## config.mk

```make
export PLATFORM = sky130hd
export DESIGN_NAME = stopwatch_ctrl
export DESIGN_NICKNAME = d
export VERILOG_FILES = /design/src/rtl/stopwatch_pkg.sv /design/src/rtl/btn_sync_edge.sv /design/src/rtl/stopwatch_ctrl.sv
export SDC_FILE = /design/constraint.sdc
export NUM_CORES = 1
export LEC_CHECK = 0
export CAP_MARGIN = 5
export CORE_AREA = 3 3 80 120
export DETAILED_ROUTE_END_ITERATION = 12
export DIE_AREA = 0 0 83 123
export PLACE_DENSITY = 0.53
export SYNTH_ARGS = -nofsm -noshare
export SYNTH_HDL_FRONTEND = slang
export SYNTH_SLANG_ARGS = --single-unit
```

## constraint.sdc

```tcl
create_clock -name clk -period 4.5 [get_ports clk]
set_clock_uncertainty 0.1 [all_clocks]
set_input_delay 0.9 -clock clk [delete_from_list [all_inputs] [get_ports clk]]
set_output_delay 0.9 -clock clk [all_outputs]
set_load 0.03 [all_outputs]
```

## src/rtl/stopwatch_pkg.sv

```systemverilog
`default_nettype none
// +------------------------------------------------------------------+
// | stopwatch_pkg : shared types and constants for stopwatch_ctrl    |
// | Rev 1.0                                                          |
// +------------------------------------------------------------------+
package stopwatch_pkg;

  typedef logic [3:0] bcd_t;

  localparam bcd_t BCD_MAX = 4'd9;

  typedef enum logic [2:0] {
    IDLE  = 3'd0,
    RUN   = 3'd1,
    PAUSE = 3'd2,
    LAP   = 3'd3,
    OVF   = 3'd4
  } sw_state_t;

  function automatic logic all_max(input bcd_t a, input bcd_t b, input bcd_t c, input bcd_t d);
    return (a == BCD_MAX) && (b == BCD_MAX) && (c == BCD_MAX) && (d == BCD_MAX);
  endfunction

endpackage
`default_nettype wire

```

## src/rtl/btn_sync_edge.sv

```systemverilog
`default_nettype none
// +------------------------------------------------------------------+
// | btn_sync_edge : 2-FF synchronizer with rising-edge pulse         |
// | Rev 1.0                                                          |
// +------------------------------------------------------------------+
module btn_sync_edge (
  input  logic clk,
  input  logic rst_n,
  input  logic btn_in,
  output logic rise
);

  logic sync1_q, sync1_d;
  logic sync2_q, sync2_d;
  logic prev_q,  prev_d;

  always_comb begin
    sync1_d = btn_in;
    sync2_d = sync1_q;
    prev_d  = sync2_q;
  end

  always_ff @(posedge clk or negedge rst_n) begin
    if (!rst_n) begin
      sync1_q <= 1'b0;
      sync2_q <= 1'b0;
      prev_q  <= 1'b0;
    end else begin
      sync1_q <= sync1_d;
      sync2_q <= sync2_d;
      prev_q  <= prev_d;
    end
  end

  assign rise = sync2_q & ~prev_q;

endmodule
`default_nettype wire

```

## src/rtl/stopwatch_ctrl.sv

```systemverilog
`default_nettype none
// +------------------------------------------------------------------+
// | stopwatch_ctrl : run/pause/lap/clear sequencer and tick prescaler|
// | Rev 1.0                                                          |
// +------------------------------------------------------------------+
module stopwatch_ctrl
  import stopwatch_pkg::*;
#(
  parameter int TICK_DIV = 1_000_000
) (
  input  logic       clk,
  input  logic       reset,
  input  logic       start_stop_btn,
  input  logic       lap_clr_btn,
  input  logic [3:0] d1,
  input  logic [3:0] d2,
  input  logic [3:0] d3,
  input  logic [3:0] d4,
  output logic       cnt_en,
  output logic       cnt_clr,
  output logic [3:0] disp_d1,
  output logic [3:0] disp_d2,
  output logic [3:0] disp_d3,
  output logic [3:0] disp_d4,
  output logic       running,
  output logic       ovf
);

  localparam int            PW        = $clog2(TICK_DIV);
  localparam logic [PW-1:0] TICK_LAST = PW'(TICK_DIV - 1);

  logic ss_rise, lc_rise;

  btn_sync_edge u_ss_sync (.clk(clk), .rst_n(reset), .btn_in(start_stop_btn), .rise(ss_rise));
  btn_sync_edge u_lc_sync (.clk(clk), .rst_n(reset), .btn_in(lap_clr_btn),    .rise(lc_rise));

  sw_state_t   state_q,   state_d;
  logic [PW-1:0] presc_q, presc_d;
  logic [15:0] freeze_q,  freeze_d;
  logic        cnt_en_q,  cnt_en_d;
  logic        cnt_clr_q, cnt_clr_d;
  logic        running_q, running_d;
  logic        ovf_q,     ovf_d;

  logic active, tick, at_max;

  always_comb begin
    active   = (state_q == RUN) || (state_q == LAP);
    tick     = active && (presc_q == TICK_LAST);
    at_max   = all_max(d1, d2, d3, d4);
    state_d  = state_q;
    freeze_d = freeze_q;
    presc_d  = presc_q;

    if (active) presc_d = tick ? '0 : presc_q + PW'(1);

    // start_stop is tested first everywhere so a coincident lap_clr edge is dropped
    case (state_q)
      IDLE:  if (ss_rise) state_d = RUN;
      RUN: begin
        if (ss_rise) state_d = PAUSE;
        else if (lc_rise) begin
          state_d  = LAP;
          freeze_d = {d4, d3, d2, d1};
        end else if (tick && at_max) state_d = OVF;
      end
      LAP: begin
        if (ss_rise)             state_d = PAUSE;
        else if (lc_rise)        state_d = RUN;
        else if (tick && at_max) state_d = OVF;
      end
      PAUSE: begin
        if (ss_rise)      state_d = RUN;
        else if (lc_rise) state_d = IDLE;
      end
      OVF:     if (lc_rise) state_d = IDLE;
      default: state_d = IDLE;
    endcase

    if (state_d == IDLE) presc_d = '0;

    // Saturate at 9999: the overflowing tick is swallowed instead of wrapping the chain
    cnt_en_d  = tick && !at_max;
    cnt_clr_d = (state_d == IDLE) && (state_q != IDLE);
    running_d = (state_d == RUN) || (state_d == LAP);
    ovf_d     = (state_d == OVF);
  end

  always_ff @(posedge clk or negedge reset) begin
    if (!reset) begin
      state_q   <= IDLE;
      presc_q   <= '0;
      freeze_q  <= '0;
      cnt_en_q  <= 1'b0;
      cnt_clr_q <= 1'b0;
      running_q <= 1'b0;
      ovf_q     <= 1'b0;
    end else begin
      state_q   <= state_d;
      presc_q   <= presc_d;
      freeze_q  <= freeze_d;
      cnt_en_q  <= cnt_en_d;
      cnt_clr_q <= cnt_clr_d;
      running_q <= running_d;
      ovf_q     <= ovf_d;
    end
  end

  assign cnt_en  = cnt_en_q;
  assign cnt_clr = cnt_clr_q;
  assign running = running_q;
  assign ovf     = ovf_q;

  assign disp_d1 = (state_q == LAP) ? freeze_q[3:0]   : d1;
  assign disp_d2 = (state_q == LAP) ? freeze_q[7:4]   : d2;
  assign disp_d3 = (state_q == LAP) ? freeze_q[11:8]  : d3;
  assign disp_d4 = (state_q == LAP) ? freeze_q[15:12] : d4;

endmodule
`default_nettype wire
```

==> results.py, run 1 <==
metrics = {
    "layout": {
        "fin_nets": 276,
        "n_antenna_cell": 0,
        "drive_gt1_share_pct": 19.14,
        "area_growth_pct": 25.07,
        "final_common_cell": "dfrtp_1",
        "final_cell_mix": "49 x dfrtp_1, 38 x clkdlybuf4s50_1, 22 x mux2_2",
        "fillers": 918,
    },
    "critical_path": {
        "r2r_slack_ns": 2.10,
        "path_class": "register to output pin",
        "critPathLaunchType": "register",
        "worstPathArrival_ns": 2.58,
        "crit_fanout": 17,
        "worstPathRequired_ns": 3.50,
        "end_kind": "output pin",
    },
    "power": {
        "p_total_uw": 1635,
        "power.density_mw_per_mm2": 520.9,
        "seqPwrFrac_pct": 38.1,
        "total_leakage_power_uw": 0.001282,
        "max-vdd-ir-drop_mv": 0.2872,
        "p_sw_share_pct": 33.79,
        "p_sw_uw": 552.5,
        "share_comb_of_total_power_pct": 37.9,
        "intPower_uw": 1083,
        "pwr-share-clk_pct": 24.1,
    },
    "clock_network": {
        "cts.sinks": 49,
        "clk_pin_slew_worst_paths_ns": 0.07,
        "post_cts_buffers": 0,
        "cts_buffers": 5,
        "cts-hold-fix-buffers": 0,
        "h-tree-depth": 2,
        "cts.root.buffer_cell": "clkbuf_16",
        "ctsResizeCount": 0,
        "clk_latency_ns": 0.30,
        "cts_tree": "built",
        "clockBufferDepth": 2,
    },
    "timing": {
        "period_share_pct": 79.61,
        "worstMarginPinSlew_ns": 1.018,
        "finalSetupViolCount": 0,
        "slew_headroom_pct": 32.17,
        "rsz0062_at_grt": "false",
        "hold_viol": 0,
        "fmax_mhz": 279.2,
        "setup-tns-final_ns": 0,
        "finalMaxSlewViolations": 0,
        "period_minus_slack_ns": 3.582,
    },
    "routing": {
        "drc": 0,
        "dr.pass1.iters": 4,
        "vias_per_cell": 4.923,
        "wire_per_inst_um": 14.44,
        "drt_iter0_drc": 71,
        "ant_nets": 0,
        "vias": 1802,
        "routed_wl_um": 5285,
    },
    "grt": {
        "grt_pass1_wl_um": 9032,
        "grt_max_degree": 50,
        "antenna_found_initial": 0,
        "overflow": 0,
        "grt_usage_pct": 10.81,
        "grt_pass1_vias": 1820,
    },
    "yosys": {
        "avgSynthCellArea_sq_um": 11.62,
        "ys_ff_latch": 49,
        "ys_warn_count": 0,
        "syn-num-nets": 237,
        "syn_area_sq_mm": 0.002510,
        "seq_area_frac_synth_pct": 48.85,
        "netlist_instances": 216,
        "synth_cell_types": 44,
    },
    "run_status": {
        "status": "finished clean",
    },
    "floorplanning": {
        "row_count": 42,
        "die_x_um": 83,
        "core-area_sq_mm": 0.008723,
        "start_util_pct": 28.77,
        "die_y_um": 123,
        "die_area_sq_mm": 0.01021,
        "ios": 40,
    },
    "placement": {
        "numPortBuffers": 39,
        "gp_congestion": 0.7842,
        "place_hpwl_um": 3855,
    },
    "worst_hold_path": {
        "hold_path.class": "register to register",
    },
    "run": {
        "maxCapViolCount": 0,
    },
}
==> state kept, by name, indices dropped and copies added (netlist names) <==
| name | cells |
|---|---|
| presc_q | 20 |
| freeze_q | 16 |
| state_q | 3 |
| cnt_clr | 1 |
| cnt_en | 1 |
| ovf | 1 |
| running | 1 |
| u_lc_sync.prev_d | 1 |
| u_lc_sync.prev_q | 1 |
| u_lc_sync.sync1_q | 1 |
| u_ss_sync.prev_d | 1 |
| u_ss_sync.prev_q | 1 |
| u_ss_sync.sync1_q | 1 |
==> final timing paths <==
kind                                         from          endpoint  depth (start not counted)
worst max-delay path                   state_q[0]        disp_d1[3]                          4
worst min-delay path            u_lc_sync.sync1_q  u_lc_sync.prev_d                          0
worst max register to register         state_q[2]        presc_q[4]                          4
worst min register to register  u_lc_sync.sync1_q  u_lc_sync.prev_d                          0
max in group asynchronous                   reset      freeze_q[10]                          2
min in group asynchronous                   reset           cnt_clr                          2
==> critical path, cell delays in order, from the launching register on <==
cell,delay (ns)
dfrtp_1,0.56
nor2b_4,0.25
nand2_1,0.42
mux2_2,0.37
clkdlybuf4s50_1,0.67
==> synthesized netlist by cell type <==
cell type	number	area (sq um)
and3b_1	1	8.760
or4_4	1	11.26
nor4b_1	2	17.52
nand3_1	6	30.03
nand4_1	8	50.05
a211oi_1	2	15.01
inv_1	3	11.26
o22ai_1	1	6.260
o31ai_1	3	22.52
or2_1	1	6.260
nor2b_1	2	12.51
buf_6	2	22.52
o211ai_1	1	7.510
mux2_4	10	150.1
and4b_1	3	30.03
and4_1	3	26.28
nor4bb_1	4	40.04
and3_1	3	18.77
xor2_1	7	61.31
or3_1	6	37.54
nor3b_2	1	12.51
o221ai_1	2	17.52
a21oi_2	1	8.760
buf_4	2	15.01
xnor2_1	3	26.28
nor2b_4	1	13.76
o32ai_1	1	8.760
buf_2	4	20.02
mux2_2	22	247.7
ha_1	1	12.51
nor2_1	13	48.80
nor2_2	1	6.260
nor4_1	4	25.02
or4b_2	1	10.01
nand2_1	11	41.29
o21a_1	4	30.03
dfrtp_1	49	1226
nand2b_1	3	18.77
o21ai_0	8	40.04
nand3_4	1	17.52
a32oi_1	1	8.760
nor3_1	2	10.01
a21oi_1	10	50.05
o31a_1	1	8.760
==> cell families after synthesis <==
family / after synthesis / synth area share [%]
AND/OR/NAND/NOR: 78 / 19.64
flip-flops: 49 / 48.85
AO/OA/AOI/OAI: 35 / 8.924
multiplexers: 32 / 15.85
buffers and inverters: 11 / 2.742
XOR/XNOR: 10 / 3.490
adder cells (fa/ha/maj): 1 / 0.4984
==> per-stage QoR <==
stage / cell area, sq um / hold WS [ns] / cells / utilization [%] / worst slack [ns]
2_1_floorplan: 2510 / 0.2312 / 216 / - / 2.125
3_3_place_gp: 2983 / 0.2324 / 358 / 34.19 / 1.240
3_5_place_dp: 2983 / 0.2396 / 358 / 34.19 / 1.219
4_1_cts: 3139 / 0.2575 / 366 / 35.99 / 0.8808
5_1_grt: 3139 / 0.2658 / 366 / 35.99 / 0.7226
6_report: 3139 / 0.2515 / 366 / 35.99 / 0.9177
==> area by class of cell <==
| type | instances | area [sq um] | area share [%] |
|---|---|---|---|
| clock buffer | 6 | 138.9 | 4.424 |
| clock inverter | 2 | 17.52 | 0.5580 |
| inverter | 3 | 11.26 | 0.3587 |
| multi-input combinational | 156 | 1215 | 38.70 |
| sequential | 49 | 1226 | 39.06 |
| tap | 110 | 137.6 | 4.384 |
| timing repair buffer | 40 | 392.9 | 12.51 |
==> power by group through the flow <==
stage	sequential, uW	clock, uW	combinational [uW]
4_1_cts	624	407	629
6_report	623	393	619
2_1_floorplan	616	0	437
3_5_place_dp	628	0	627
5_1_grt	640	424	665
3_3_place_gp	628	0	624
==> routing by layer <==
layer / up-vias / global-route usage [%] / share of wire, %
met5: - / 0 / 0
met4: 0 / 4.703 / 1.6
met3: 6 / 2.000 / 3.7
met2: 41 / 18.07 / 50
met1: 869 / 13.69 / 44
li1: 886 / - / -
Note: power is estimated with default switching activity, not from simulation.
==> run 2, diff against run 1 <==
Settings changed: PLACE_DENSITY 0.53 to 0.55.
Clock period 4.5 ns to 3 ns, I/O delays scaled along.
==> results.py, run 2 (synthesis results as in run 1) <==
metrics = {
    "power": {
        "total_leakage_power_uw": 0.001309,
        "max-vdd-ir-drop_mv": 0.4409,
        "power.density_mw_per_mm2": 794.0,
    },
    "timing": {
        "setup-tns-final_ns": 0,
        "fmax_mhz": 358.4,
        "period_share_pct": 92.99,
        "rsz0062_at_grt": "false",
        "worstMarginPinSlew_ns": 0.8708,
        "finalSetupViolCount": 0,
        "hold_viol": 0,
        "slew_headroom_pct": 41.95,
        "finalMaxSlewViolations": 0,
        "period_minus_slack_ns": 2.790,
    },
    "grt": {
        "grt_max_degree": 32,
        "grt_pass1_wl_um": 9611,
        "antenna_found_initial": 0,
        "grt_pass1_vias": 2005,
        "use_met1_pct": 13.27,
        "busiest_layer": "met2",
        "grt_usage_pct": 11.40,
        "met2_usage_pct": 20.88,
        "use_met3_pct": 2.133,
        "overflow": 0,
    },
    "run_status": {
        "status": "finished clean",
    },
    "critical_path": {
        "r2r_slack_ns": 0.99,
        "worstPathRequired_ns": 2.30,
        "worstPathArrival_ns": 2.09,
        "r2r-start": "u_lc_sync.prev_q",
        "end_kind": "output pin",
        "r2r_end": "freeze_q[12]",
        "r2r_cells": 3,
        "path_class": "register to output pin",
        "crit_fanout": 17,
        "critPathLaunchType": "register",
    },
    "floorplanning": {
        "die_y_um": 123,
        "core-area_sq_mm": 0.008723,
        "ios": 40,
        "start_util_pct": 28.77,
        "row_count": 42,
        "die_x_um": 83,
        "die_area_sq_mm": 0.01021,
    },
    "routing": {
        "drt_iter0_drc": 99,
        "wire_per_inst_um": 15.03,
        "dr.pass1.iters": 4,
        "routed_wl_um": 5561,
        "ant_nets": 0,
        "vias": 1899,
        "drc": 0,
        "vias_per_cell": 5.132,
    },
    "layout": {
        "drive_gt1_share_pct": 20.38,
        "fin_nets": 281,
        "final_common_cell": "dfrtp_1",
        "largest-register": "presc_q",
        "fin_util_pct": 36.46,
        "top_regs": "presc_q: 20 flops, freeze_q: 16 flops, state_q: 3 flops",
        "largest_reg_flops": 20,
        "fillers": 917,
        "final_cell_mix": "49 x dfrtp_1, 38 x clkdlybuf4s50_1, 22 x mux2_2",
        "n_antenna_cell": 0,
        "area_growth_pct": 26.72,
    },
    "clock_network": {
        "clk_latency_ns": 0.29,
        "clk_pin_slew_worst_paths_ns": 0.06,
        "ctsResizeCount": 0,
        "cts_tree": "built",
        "h-tree-depth": 2,
        "cts.root.buffer_cell": "clkbuf_16",
        "cts-hold-fix-buffers": 0,
        "cts_buffers": 5,
        "clockBufferDepth": 2,
        "cts.sinks": 49,
        "post_cts_buffers": 0,
    },
    "placement": {
        "numPortBuffers": 39,
        "gp_congestion": 0.7834,
        "place_hpwl_um": 4012,
    },
    "worst_hold_path": {
        "hold_path.class": "primary input to asynchronous set/reset pin",
    },
    "run": {
        "maxCapViolCount": 0,
    },
}
==> run 2: changes by cell type in the layout (fill, tap and decap cells not counted), sizes merged <==
| cell | change |
|---|---|
| inv | -1 |
| bufinv | +1 |
| buf | +5 |
| clkbuf | -1 |
==> run 2: worst max path at each step <==
stage | end | start | slack [ns]
after CTS | disp_d3[2] | state_q[0] | 0.20
after floorplan | disp_d2[0] | state_q[0] | 0.93
after global routing | disp_d3[0] | state_q[0] | 0.15
after global placement | disp_d3[0] | d3[0] | 0.32
after detailed placement | state_q[2] | d4[0] | 0.31
final | disp_d3[2] | state_q[0] | 0.21
==> run 2: metal layers <==
metal,up-vias,wire length (um),part of all wire [%]
li1,892,-,-
met1,947,2328,42
met2,51,2892,52
met3,9,234,4.2
met4,0,106,1.9
met5,-,0,0
==> run 2: cell type report <==
cell class	instances	area (sq um)	share of cell area [%]
Sequential cell	49	1226	38.55
Multi-Input combinational cell	156	1215	38.20
Timing Repair Buffer	45	430.4	13.53
Tap cell	110	137.6	4.327
Clock buffer	5	125.1	3.934
Clock inverter	2	35.03	1.101
Inverter	3	11.26	0.3541
==> run 2: stage by stage <==
stage                     area [sq um]  cells  power [uW]  hold slack [ns]  setup WS, ns
final                             3181    370        2525           0.1456        0.2102
after global routing              3181    370        2668           0.1724        0.1484
after CTS                         3181    370        2555           0.1590        0.2002
after detailed placement          3020    363        1917           0.2435        0.3093
after global placement            3020    363        1913           0.2331        0.3184
after floorplan                   2510    216        1580           0.2044        0.9251
==> run 2: worst max-delay path: stages (launching register included) <==
cell	delay (ns)
dfrtp_1	0.37
nor2b_4	0.14
nand2_1	0.06
buf_4	0.24
mux2_2	0.37
clkdlybuf4s50_1	0.61
==> run 2: power breakdown <==
group / internal (uW) / switching [uW]
Clock: 387 / 237
Combinational: 493 / 495
Sequential: 819 / 94.3
Total: 1700 / 826
==> run 3, diff against run 2 <==
Settings changed: PLACE_DENSITY 0.55 to 0.57.
==> results.py, run 3 (synthesis results as in run 1) <==
metrics = {
    "worst_hold_path": {
        "hold_path.class": "primary input to asynchronous set/reset pin",
    },
    "timing": {
        "period_share_pct": 92.44,
        "setup-tns-final_ns": 0,
        "hold_viol": 0,
        "worstMarginPinSlew_ns": 0.8878,
        "period_minus_slack_ns": 2.773,
        "rsz0062_at_grt": "false",
        "fmax_mhz": 360.6,
        "finalMaxSlewViolations": 0,
        "slew_headroom_pct": 40.81,
        "whs_ns": 0.1716,
        "finalSetupViolCount": 0,
    },
    "run_status": {
        "status": "finished clean",
    },
    "power": {
        "p_sw_uw": 819.1,
        "max-vdd-ir-drop_mv": 0.4205,
        "pwr-share-clk_pct": 22.9,
        "seqPwrFrac_pct": 37.1,
        "intPower_uw": 1639,
        "share_comb_of_total_power_pct": 40.1,
        "power.density_mw_per_mm2": 776.2,
        "total_leakage_power_uw": 0.001299,
        "p_sw_share_pct": 33.32,
    },
    "floorplanning": {
        "core-area_sq_mm": 0.008723,
        "start_util_pct": 28.77,
        "die_y_um": 123,
        "die_x_um": 83,
        "row_count": 42,
        "ios": 40,
        "die_area_sq_mm": 0.01021,
    },
    "routing": {
        "dr.pass1.iters": 4,
        "ant_nets": 0,
        "wire_per_inst_um": 14.49,
        "drt_iter0_drc": 113,
        "vias_per_cell": 4.938,
        "routed_wl_um": 5361,
        "drc": 0,
        "vias": 1827,
    },
    "layout": {
        "top_regs": "presc_q: 20 flops, freeze_q: 16 flops, state_q: 3 flops",
        "final_cell_mix": "49 x dfrtp_1, 38 x clkdlybuf4s50_1, 22 x mux2_2",
        "fillers": 917,
        "final_common_cell": "dfrtp_1",
        "largest_reg_flops": 20,
        "area_growth_pct": 26.17,
        "n_antenna_cell": 0,
        "largest-register": "presc_q",
        "drive_gt1_share_pct": 20.38,
        "finalInstanceArea_sq_mm": 0.003167,
        "fin_nets": 281,
    },
    "clock_network": {
        "ctsResizeCount": 0,
        "h-tree-depth": 2,
        "cts-hold-fix-buffers": 0,
        "cts_buffers": 5,
        "clockBufferDepth": 2,
        "clk_latency_ns": 0.28,
        "post_cts_buffers": 0,
        "cts.root.buffer_cell": "clkbuf_16",
        "clk_pin_slew_worst_paths_ns": 0.06,
        "cts.sinks": 49,
        "cts_tree": "built",
    },
    "placement": {
        "gp_congestion": 0.7687,
        "place_hpwl_um": 3886,
        "placed_area_sq_mm": 0.003020,
        "numPortBuffers": 39,
    },
    "grt": {
        "use_met1_pct": 12.54,
        "overflow": 0,
        "grt_pass1_wl_um": 9045,
        "grt_usage_pct": 10.89,
        "use_met3_pct": 2.533,
        "antenna_found_initial": 0,
        "grt_pass1_vias": 1843,
        "grt_max_degree": 30,
        "met2_usage_pct": 19.93,
        "busiest_layer": "met2",
    },
    "critical_path": {
        "worstPathArrival_ns": 2.07,
        "critPathLaunchType": "register",
        "path_class": "register to output pin",
        "worstPathRequired_ns": 2.30,
        "crit_fanout": 17,
        "end_kind": "output pin",
    },
    "run": {
        "maxCapViolCount": 0,
    },
}
==> run 3: cell count changes in the layout (fill, tap and decap cells not counted) <==
cell	before	now
clkbuf_8	0	1
clkinvlp_4	0	1
bufinv_16	1	0
clkinv_2	1	0
==> run 3: per-stage QoR <==
step	cells	total power (uW)	worst slack [ns]	utilization (%)
CTS	370	2495	0.2030	36.30
global route	370	2604	0.1455	36.30
detailed placement	363	1916	0.3536	34.62
floorplan	216	1580	0.9251	-
finish	370	2458	0.2268	36.30
global placement	363	1908	0.3521	34.62
==> run 3: power groups by stage <==
| stage | Clock (uW) | Combinational [uW] | Sequential, uW |
|---|---|---|---|
| finish | 562 | 985 | 911 |
| global route | 610 | 1060 | 934 |
| CTS | 584 | 998 | 913 |
| detailed placement | 0 | 994 | 922 |
| global placement | 0 | 987 | 921 |
| floorplan | 0 | 656 | 924 |
==> run 3: final timing paths <==
check / start / to / slack [ns] / cells past startpoint
max in group asynchronous: reset / freeze_q[4] / 1.87 / 2
setup / recovery: state_q[0] / disp_d4[1] / 0.23 / 5
setup reg to reg: u_lc_sync.prev_q / freeze_q[11] / 1.00 / 3
min in group clk: u_lc_sync.sync1_q / u_lc_sync.prev_d / 0.25 / 0
hold reg to reg: u_lc_sync.sync1_q / u_lc_sync.prev_d / 0.25 / 0
hold / removal: reset / cnt_clr / 0.17 / 1
==> run 3: area by class of cell <==
class / instances / area, sq um / share of cell area [%]
flip-flops and latches: 49 / 1226 / 38.72
multi-input cells: 156 / 1215 / 38.36
clock inverters: 1 / 7.507 / 0.2371
well taps: 110 / 137.6 / 4.346
repair buffers: 45 / 430.4 / 13.59
inverters: 3 / 11.26 / 0.3556
clock buffers: 6 / 138.9 / 4.386
==> run 3: layer usage <==
| metal | share of wire [%] | up-vias |
|---|---|---|
| met2 | 52 | 42 |
| met5 | 0 | - |
| met1 | 44 | 892 |
| met3 | 3.7 | 2 |
| met4 | 0.60 | 0 |
| li1 | - | 891 |
==> run 3: critical path, cell delays in order, from the launching register on <==
cell and delay [ns]:
dfrtp_1 0.38, nor2b_4 0.14, nand2_1 0.06, buf_4 0.24
mux2_2 0.36, clkdlybuf4s50_1 0.60
